$ cat config.mk
export PLATFORM = sky130hd
export DESIGN_NAME = line_burst_adapter
export DESIGN_NICKNAME = d
export VERILOG_FILES = /design/src/rtl/cache_pkg.sv /design/src/rtl/burst_watchdog.sv /design/src/rtl/line_burst_adapter.sv
export SDC_FILE = /design/constraint.sdc
export NUM_CORES = 1
export LEC_CHECK = 0
export ABC_AREA = 1
export CORE_MARGIN = 4
export CORE_UTILIZATION = 43
export CTS_BUF_LIST = sky130_fd_sc_hd__clkbuf_4 sky130_fd_sc_hd__clkbuf_8 sky130_fd_sc_hd__clkbuf_16
export DETAILED_ROUTE_END_ITERATION = 6
export PLACE_DENSITY_LB_ADDON = 0.12
export SETUP_SLACK_MARGIN = 0.4
export SLEW_MARGIN = 20
export SYNTH_ARGS = -nofsm -noshare
export SYNTH_HDL_FRONTEND = slang
export SYNTH_SLANG_ARGS = --single-unit
$ cat constraint.sdc
create_clock -name clk -period 10.35 [get_ports clk]
set_clock_uncertainty 0.1 [all_clocks]
set_input_delay 2.5875 -clock clk [delete_from_list [all_inputs] [get_ports clk]]
set_output_delay 2.5875 -clock clk [all_outputs]
set_load 0.05 [all_outputs]
$ cat src/rtl/cache_pkg.sv
// Shared cache-side definitions: default line geometry, adapter state type and
// the packed line vector type.
package cache_pkg;

   localparam int unsigned LINE_WORDS_DEFAULT = 4;

   typedef enum logic [2:0] {
      IDLE,
      WR_BURST,
      RD_BURST,
      RESP,
      RELEASE
   } state_t;

   typedef logic [32*LINE_WORDS_DEFAULT-1:0] line_t;

endpackage

$ cat src/rtl/burst_watchdog.sv
// Beat watchdog: flags a strobe that has gone TMO_CYCLES cycles without mm_ack.
// Only instantiated when BURST_TIMEOUT_EN is defined.
module burst_watchdog #(
   parameter int unsigned TMO_CYCLES = 255
) (
   input  logic clk,
   input  logic rst,
   input  logic strobe,
   input  logic mm_ack,
   output logic timeout
);

   localparam int unsigned CW = $clog2(TMO_CYCLES + 1);

   logic [CW-1:0] cnt_q;

   // Count consecutive unacknowledged strobe cycles; any ack or idle cycle restarts.
   always_ff @(posedge clk or posedge rst) begin
      if (rst) begin
         cnt_q <= '0;
      end else if (strobe && !mm_ack) begin
         cnt_q <= cnt_q + 1'b1;
      end else begin
         cnt_q <= '0;
      end
   end

   // Fires during the TMO_CYCLES-th unacknowledged cycle so the burst aborts at its end.
   assign timeout = strobe && !mm_ack && (cnt_q == CW'(TMO_CYCLES - 1));

endmodule

$ cat src/rtl/line_burst_adapter.sv
// Cache-line to single-word main-memory burst adapter.
// Optional beat watchdog enabled by defining BURST_TIMEOUT_EN.
module line_burst_adapter
   import cache_pkg::*;
#(
   parameter int unsigned LINE_WORDS = LINE_WORDS_DEFAULT,
   parameter int unsigned TMO_CYCLES = 255
) (
   input  logic                    clk,
   input  logic                    rst,
   input  logic                    mem_read,
   input  logic                    mem_write,
   input  logic [31:0]             line_addr,
   input  logic [32*LINE_WORDS-1:0] wb_line,
   output logic [32*LINE_WORDS-1:0] fill_line,
   output logic                    ca_resp,
   output logic [31:0]             mm_addr,
   output logic [31:0]             mm_wdata,
   input  logic [31:0]             mm_rdata,
   output logic                    mm_rd,
   output logic                    mm_wr,
   input  logic                    mm_ack,
   output logic                    error
);

   localparam int unsigned BW = $clog2(LINE_WORDS);
   localparam int unsigned LW = 32 * LINE_WORDS;

   state_t          state_q, state_d;
   logic [29-BW:0]  base_q;
   logic [BW-1:0]   beat_q;
   logic [LW-1:0]   wb_q;
   logic [LW-1:0]   fill_q;
   logic            served_wr_q;
   logic            err_q;
   logic            accept;
   logic            strobe;
   logic            last_beat;
   logic            abort;
   logic [BW+4:0]   word_lsb;

   assign strobe    = (state_q == WR_BURST) || (state_q == RD_BURST);
   assign last_beat = (beat_q == BW'(LINE_WORDS - 1));
   assign word_lsb  = {beat_q, 5'd0};

   // Outputs are decoded from state so an async reset clears them in the same cycle.
   assign mm_addr   = strobe ? {base_q, beat_q, 2'b00} : '0;
   assign mm_wdata  = mm_wr ? wb_q[word_lsb +: 32] : '0;
   assign fill_line = fill_q;

   // State register.
   always_ff @(posedge clk or posedge rst) begin
      if (rst) begin
         state_q <= IDLE;
      end else begin
         state_q <= state_d;
      end
   end

   // Next-state and strobe decode; write wins when both requests are pending.
   always_comb begin
      state_d = state_q;
      mm_rd   = 1'b0;
      mm_wr   = 1'b0;
      ca_resp = 1'b0;
      accept  = 1'b0;
      unique case (state_q)
         IDLE: begin
            if (mem_write || mem_read) begin
               accept  = 1'b1;
               state_d = mem_write ? WR_BURST : RD_BURST;
            end
         end
         WR_BURST, RD_BURST: begin
            mm_wr = (state_q == WR_BURST);
            mm_rd = (state_q == RD_BURST);
            if (abort || (mm_ack && last_beat)) begin
               state_d = RESP;
            end
         end
         RESP: begin
            ca_resp = 1'b1;
            state_d = RELEASE;
         end
         RELEASE: begin
            // Only the request that was served is watched here.
            if (served_wr_q ? !mem_write : !mem_read) begin
               state_d = IDLE;
            end
         end
         default: state_d = IDLE;
      endcase
   end

   // Request latch, beat counter (wraps modulo LINE_WORDS) and abort flag.
   always_ff @(posedge clk or posedge rst) begin
      if (rst) begin
         base_q      <= '0;
         beat_q      <= '0;
         wb_q        <= '0;
         served_wr_q <= 1'b0;
         err_q       <= 1'b0;
      end else if (accept) begin
         base_q      <= line_addr[31:BW+2];
         beat_q      <= '0;
         wb_q        <= wb_line;
         served_wr_q <= mem_write;
         err_q       <= 1'b0;
      end else if (strobe) begin
         if (mm_ack) begin
            beat_q <= beat_q + 1'b1;
         end
         if (abort) begin
            err_q <= 1'b1;
         end
      end
   end

   // Fill buffer: one word captured per acknowledged read beat, otherwise held.
   always_ff @(posedge clk or posedge rst) begin
      if (rst) begin
         fill_q <= '0;
      end else if (mm_rd && mm_ack) begin
         fill_q[word_lsb +: 32] <= mm_rdata;
      end
   end

`ifdef BURST_TIMEOUT_EN
   burst_watchdog #(
      .TMO_CYCLES(TMO_CYCLES)
   ) u_watchdog (
      .clk     (clk),
      .rst     (rst),
      .strobe  (strobe),
      .mm_ack  (mm_ack),
      .timeout (abort)
   );

   assign error = err_q && (state_q == RESP);
`else
   logic unused_cfg;

   assign abort      = 1'b0;
   assign error      = 1'b0;
   assign unused_cfg = ^{TMO_CYCLES, err_q};
`endif

   logic unused_addr;
   assign unused_addr = ^line_addr[BW+1:0];

endmodule

Yosys cells after proc, flatten, opt, wreduce, memory -nomap -nowiden
Index checks and enable logic that the tools add are counted.
{ "totals": {"ff_bits": 290, "latchBits": 0, "mem_bits_rw": 0, "mem_bits_ro": 0, "inputBits": 197, "out_inout_bits": 196, "word_cells": 48, "memories": 0} }
{ "op_classes": {"n_addsub": 2, "mul": 0, "n_div": 0, "n_lt_le_gt_ge": 0, "n_eq_ne": 8, "shift": 3, "muxes": 17, "bitwise": 0, "reduce_logical": 12} }
{ "op_table": {"columns": ["cell", "n"], "rows": [
  ["128-bit bitwise mux", 1],
  ["32-bit by 9-bit variable shift with 128-bit output, first input constant", 1],
  ["128-bit by 8-bit variable part select with 32-bit output", 1],
  ["32-bit by 9-bit variable part select with 128-bit output", 1],
  ["32-bit two-way mux", 2],
  ["3-bit case mux with 4 select lines", 1],
  ["3-bit two-way mux", 3],
  ["7-bit negator with 9-bit output", 1],
  ["2-bit two-way mux", 4],
  ["3-bit by 2-bit equality test with 1-bit output, second input constant", 2],
  ["1-bit two-way mux", 6],
  ["2-bit != test, second input constant", 3],
  ["2-bit nonzero test", 2],
  ["3-bit by 1-bit equality test with 1-bit output, second input constant", 1],
  ["3-bit equality test, second input constant", 1],
  ["3-bit zero test", 1],
  ["3-bit AND reduction", 1],
  ["2-bit by 1-bit adder with 2-bit output, second input constant", 1],
  ["2-bit equality test, second input constant", 1],
  ["1-bit logical AND", 2],
  ["1-bit zero test", 2],
  ["1-bit logical OR", 2],
  ["2-bit AND reduction", 1],
  ["2-bit OR reduction", 1]
]} }

Depth between registers and ports, before layout
{ "depth": {"ltp_word": 5, "depth_mapped": 10, "ltp_nobuf": 7} }

Worst setup path before layout
Ideal clock, no wire load.
{ "synth_path": {"path_type": "register to output", "startpoint": "reg beat_q[0]", "endpoint": "out mm_wdata[24]", "arrival_ns": 1.858, "required_time_ns": 7.663, "path_slack_ns": 5.805, "stages_incl_launch_ff": 6, "path_buffers": 2, "path_cell_list": "dfrtp_1 > buf_2 > clkinv_1 > clkbuf_1 > o21ai_0 > a21oi_1"} }
{ "synth_via": {"elab_chain_len": 2} }
{ "synth_lines": {"columns": ["item", "line", "rtl"], "rows": [
  ["from (decl)", "line_burst_adapter.sv:31", "logic [BW-1:0] beat_q;"],
  ["from (signal assigned)", "line_burst_adapter.sv:111", "beat_q <= beat_q + 1'b1;"],
  ["128-bit by 8-bit variable part select with 32-bit output", "line_burst_adapter.sv:48", "assign mm_wdata = mm_wr ? wb_q[word_lsb +: 32] : '0;"],
  ["32-bit two-way mux", "line_burst_adapter.sv:48", null],
  ["to (decl)", "line_burst_adapter.sv:18", "output logic [31:0] mm_wdata,"]
]} }
Every way passes these cells.

Worst setup path in the final report
{ "layout_path": {"startpoint": "reg beat_q[1]", "endpoint": "out mm_wdata[25]"} }
The elaborated chain is that of the path after synthesis.

==> metrics.md <==
| Metric | Value |
|---|---|
| Longest Clk Path Bufs | `3` |
| Die Area | `33690 sq um` |
| Post-synthesis cell area | `13250 sq um` |
| Share of cells above drive strength 1 | `0.04887` |
| Worst VDD drop | `169.8 uV` |
| Power Density | `317.3 nW/um^2` |
| Synth warn | `0` |
| Core area | `30510 sq um` |
| Hold_buf cts | `0` |
| GR peak layer | `met2` |
| Reg clk slew, reported paths | `0.06 ns` |
| Worst skew pair latency | `0.50 ns` |
| Setup TNS | `0 ns` |
| Status | `finished, final reports clean` |
| Antenna violations before repair | `9` |
| TritonCTS buffer count | `35` |
| Final hold slack | `0.3728 ns` |
| Multi-input gate area | `4791 sq um` |
| Endpoint type of the worst setup path | `output pin` |
| CP Max Fanout | `49` |
| Synth Flop Type | `dfrtp_1` |
| Max H-tree Level | `2` |
| GR Util met3 | `0.06015` |
| Tmin final | `6.403 ns` |
| Fin. Hold Viols | `0` |
| Worst min path class | `reg -> reg` |
| Die Wd | `183.6 um` |
| Core Util, Final | `0.6004` |
| Slew HR | `0.2971` |
| Post-CTS Repair Setup Buffers | `0` |
| Final Setup Violations | `0` |
| DP Wirelength | `28130 um` |
| Fmax achieved | `156.2 MHz` |
| Ports | `393` |
| Met1 GRT Util | `0.3252` |
| Fin area | `18320 sq um` |
| Cts repair resizes | `0` |
| Port bufs | `385` |
| CP max stage cell | `dfrtp_2` |
| Drt pass-1 iters | `5` |
| Initial DRC Count | `911` |
| Clk Tree Root Cell | `clkbuf_16` |
| Vias in the first global route | `12.28k` |
| Number of synthesized flops with an enable pin | `0` |
| Reg area | `7262 sq um` |
| Slowest stage delay, CP | `1.04 ns` |
| Nets | `2163` |
| Gpl congestion | `0.8500` |
| Row cnt | `64` |
| Gr usage total | `0.2454` |
| CTS tree | `done` |
| RSZ-0062 raised after global routing | `false` |
| Register area share after synthesis | `0.5476` |
| Cell area after placement | `17160 sq um` |
| Area Growth Syn to Fin | `38.23%` |
| Fin crit share | `0.6186` |
| Leakage power | `0.009020 uW` |
| Unique masters post-synth | `24` |
| CP arrival | `3.72 ns` |
| Remaining DRCs | `0` |
| Worst Tran Pin Value | `1.053 ns` |
| Vias | `12.20k` |
| Overall routed net length | `42430 um` |
| Ys async rst share | `1.000` |
| CTS Sinks | `290` |
| Global-route wire length before repair | `66810 um` |
| Initial Utilization | `0.4344` |
| Total gr overflow | `0` |
| Synth Instances | `1640` |
| Kind of critical path | `reg -> out` |
| Startpoint Class | `flop` |
| Die Height | `183.6 um` |
| Largest net degree at the start of global routing | `158` |
| GR Util met2 | `0.3929` |
| Worst path cell trace | `inv_1 > nor2_1 > o21ai_0 > a21oi_1 > clkdlybuf4s50_1` |
| Synthesis-stage register bit count | `290` |
| Final ANT Viol Nets | `0` |
| DR WL/cell | `17.75 um` |
| Max-cap violations | `0` |
| Syn_area_per_cell | `8.081 sq um` |
| Via density | `5.104` |
| Count of pins over their slew limit | `0` |
| Fill count | `2735` |
| CP required | `7.66 ns` |
==> power by group <==
part           internal, uW  switching, uW
Sequential             1560            220
Combinational           823           2020
Clock                   731            464
Total                  3110           2700
==> cell type report <==
cell class              instances  share of cell area
multi-input cells            1072              0.2615
clock buffers                  56             0.06038
inverters                     157             0.03265
repair buffers                405              0.2192
diodes                         10            0.001366
flip-flops and latches        290              0.3964
well taps                     396             0.02705
clock inverters                 5            0.001366
==> final timing paths <==
kind	to	depth (start not counted)	slack [ns]	start
worst max-delay path	mm_wdata[25]	5	3.95	beat_q[1]$_DFFE_PP0P_
worst min-delay path	wb_q[9]$_DFFE_PP0P_	2	0.37	wb_q[9]$_DFFE_PP0P_
worst max register to register	fill_line[26]$_DFFE_PP0P_	8	6.56	beat_q[1]$_DFFE_PP0P_
worst min register to register	wb_q[9]$_DFFE_PP0P_	2	0.37	wb_q[9]$_DFFE_PP0P_
max in group asynchronous	fill_line[89]$_DFFE_PP0P_	4	6.05	rst
min in group asynchronous	base_q[2]$_DFFE_PP0P_	3	2.62	rst
==> cell usage after synthesis (3+ instances only) <==
cell | number | area share
nor2_2 | 3 | 0.0014
dfrtp_1 | 290 | 0.55
nand4_1 | 64 | 0.030
buf_2 | 38 | 0.014
clkbuf_1 | 49 | 0.014
o211ai_1 | 14 | 0.0079
a21oi_1 | 64 | 0.024
inv_2 | 3 | 0.00085
nor2_1 | 103 | 0.029
inv_1 | 153 | 0.043
ha_1 | 5 | 0.0047
nand2_1 | 514 | 0.15
buf_1 | 5 | 0.0014
nand3_1 | 44 | 0.017
buf_4 | 24 | 0.014
buf_6 | 7 | 0.0059
o21ai_1 | 29 | 0.011
o21ai_0 | 224 | 0.085
==> through the flow <==
stage,power (uW),setup WS (ns),cells
detailed placement,4636,4.399,2320
finish,5813,3.947,2391
CTS,5857,3.851,2381
global placement,4594,4.392,2320
floorplan,3735,3.815,1642
global route,6197,3.731,2389
==> sequential cells by signal, indices dropped and copies added (netlist names) <==
| signal | count |
|---|---|
| fill_line | 128 |
| served_wr_q | 1 |
| state_q | 3 |
| base_q | 28 |
| beat_q | 2 |
| wb_q | 128 |
==> kinds of logic after synthesis <==
group                    after synthesis  share of synthesized area
AND/OR/NAND/NOR                      733                     0.2261
flip-flops                           290                     0.5476
other                                  1                  0.0002830
adder cells (fa/ha/maj)                5                   0.004721
buffers and inverters                280                    0.09366
AO/OA/AOI/OAI                        331                     0.1276
==> layout by cell type, fill, tap and decap left out <==
master / n
clkbuf_16: 37
nand2_1: 514
inv_1: 152
dfrtp_4: 1
a21oi_1: 64
dfrtp_1: 288
nor2_1: 101
clkinvlp_4: 1
conb_1: 3
inv_6: 1
nor2_4: 1
nand3_4: 1
nand3_2: 1
clkbuf_8: 6
inv_2: 3
nand3_1: 43
diode_2: 10
buf_12: 1
ha_1: 5
nor3_4: 1
o21ai_1: 29
nor2_2: 4
nor3_1: 2
nand4_1: 64
clkinv_2: 5
dfrtp_2: 1
o21ai_0: 224
clkbuf_4: 13
nand2_4: 1
clkdlybuf4s50_1: 385
buf_4: 19
o211ai_1: 14
==> critical path, delay by kind of cell (launching register included) <==
| family | cells | cell delay, ns |
|---|---|---|
| AOI/OAI and AO/OA | 2 | 0.37 |
| buffers and inverters | 2 | 1.57 |
| DFF | 1 | 1.04 |
| and+or+nand+nor | 1 | 0.23 |
==> metal layers <==
metal,vias up,routed length (um)
met5,-,0
met4,0,1521
met3,82,3640
met2,432,19660
met1,5793,17620
li1,5896,-
Power figures use the tool's default switching activity.
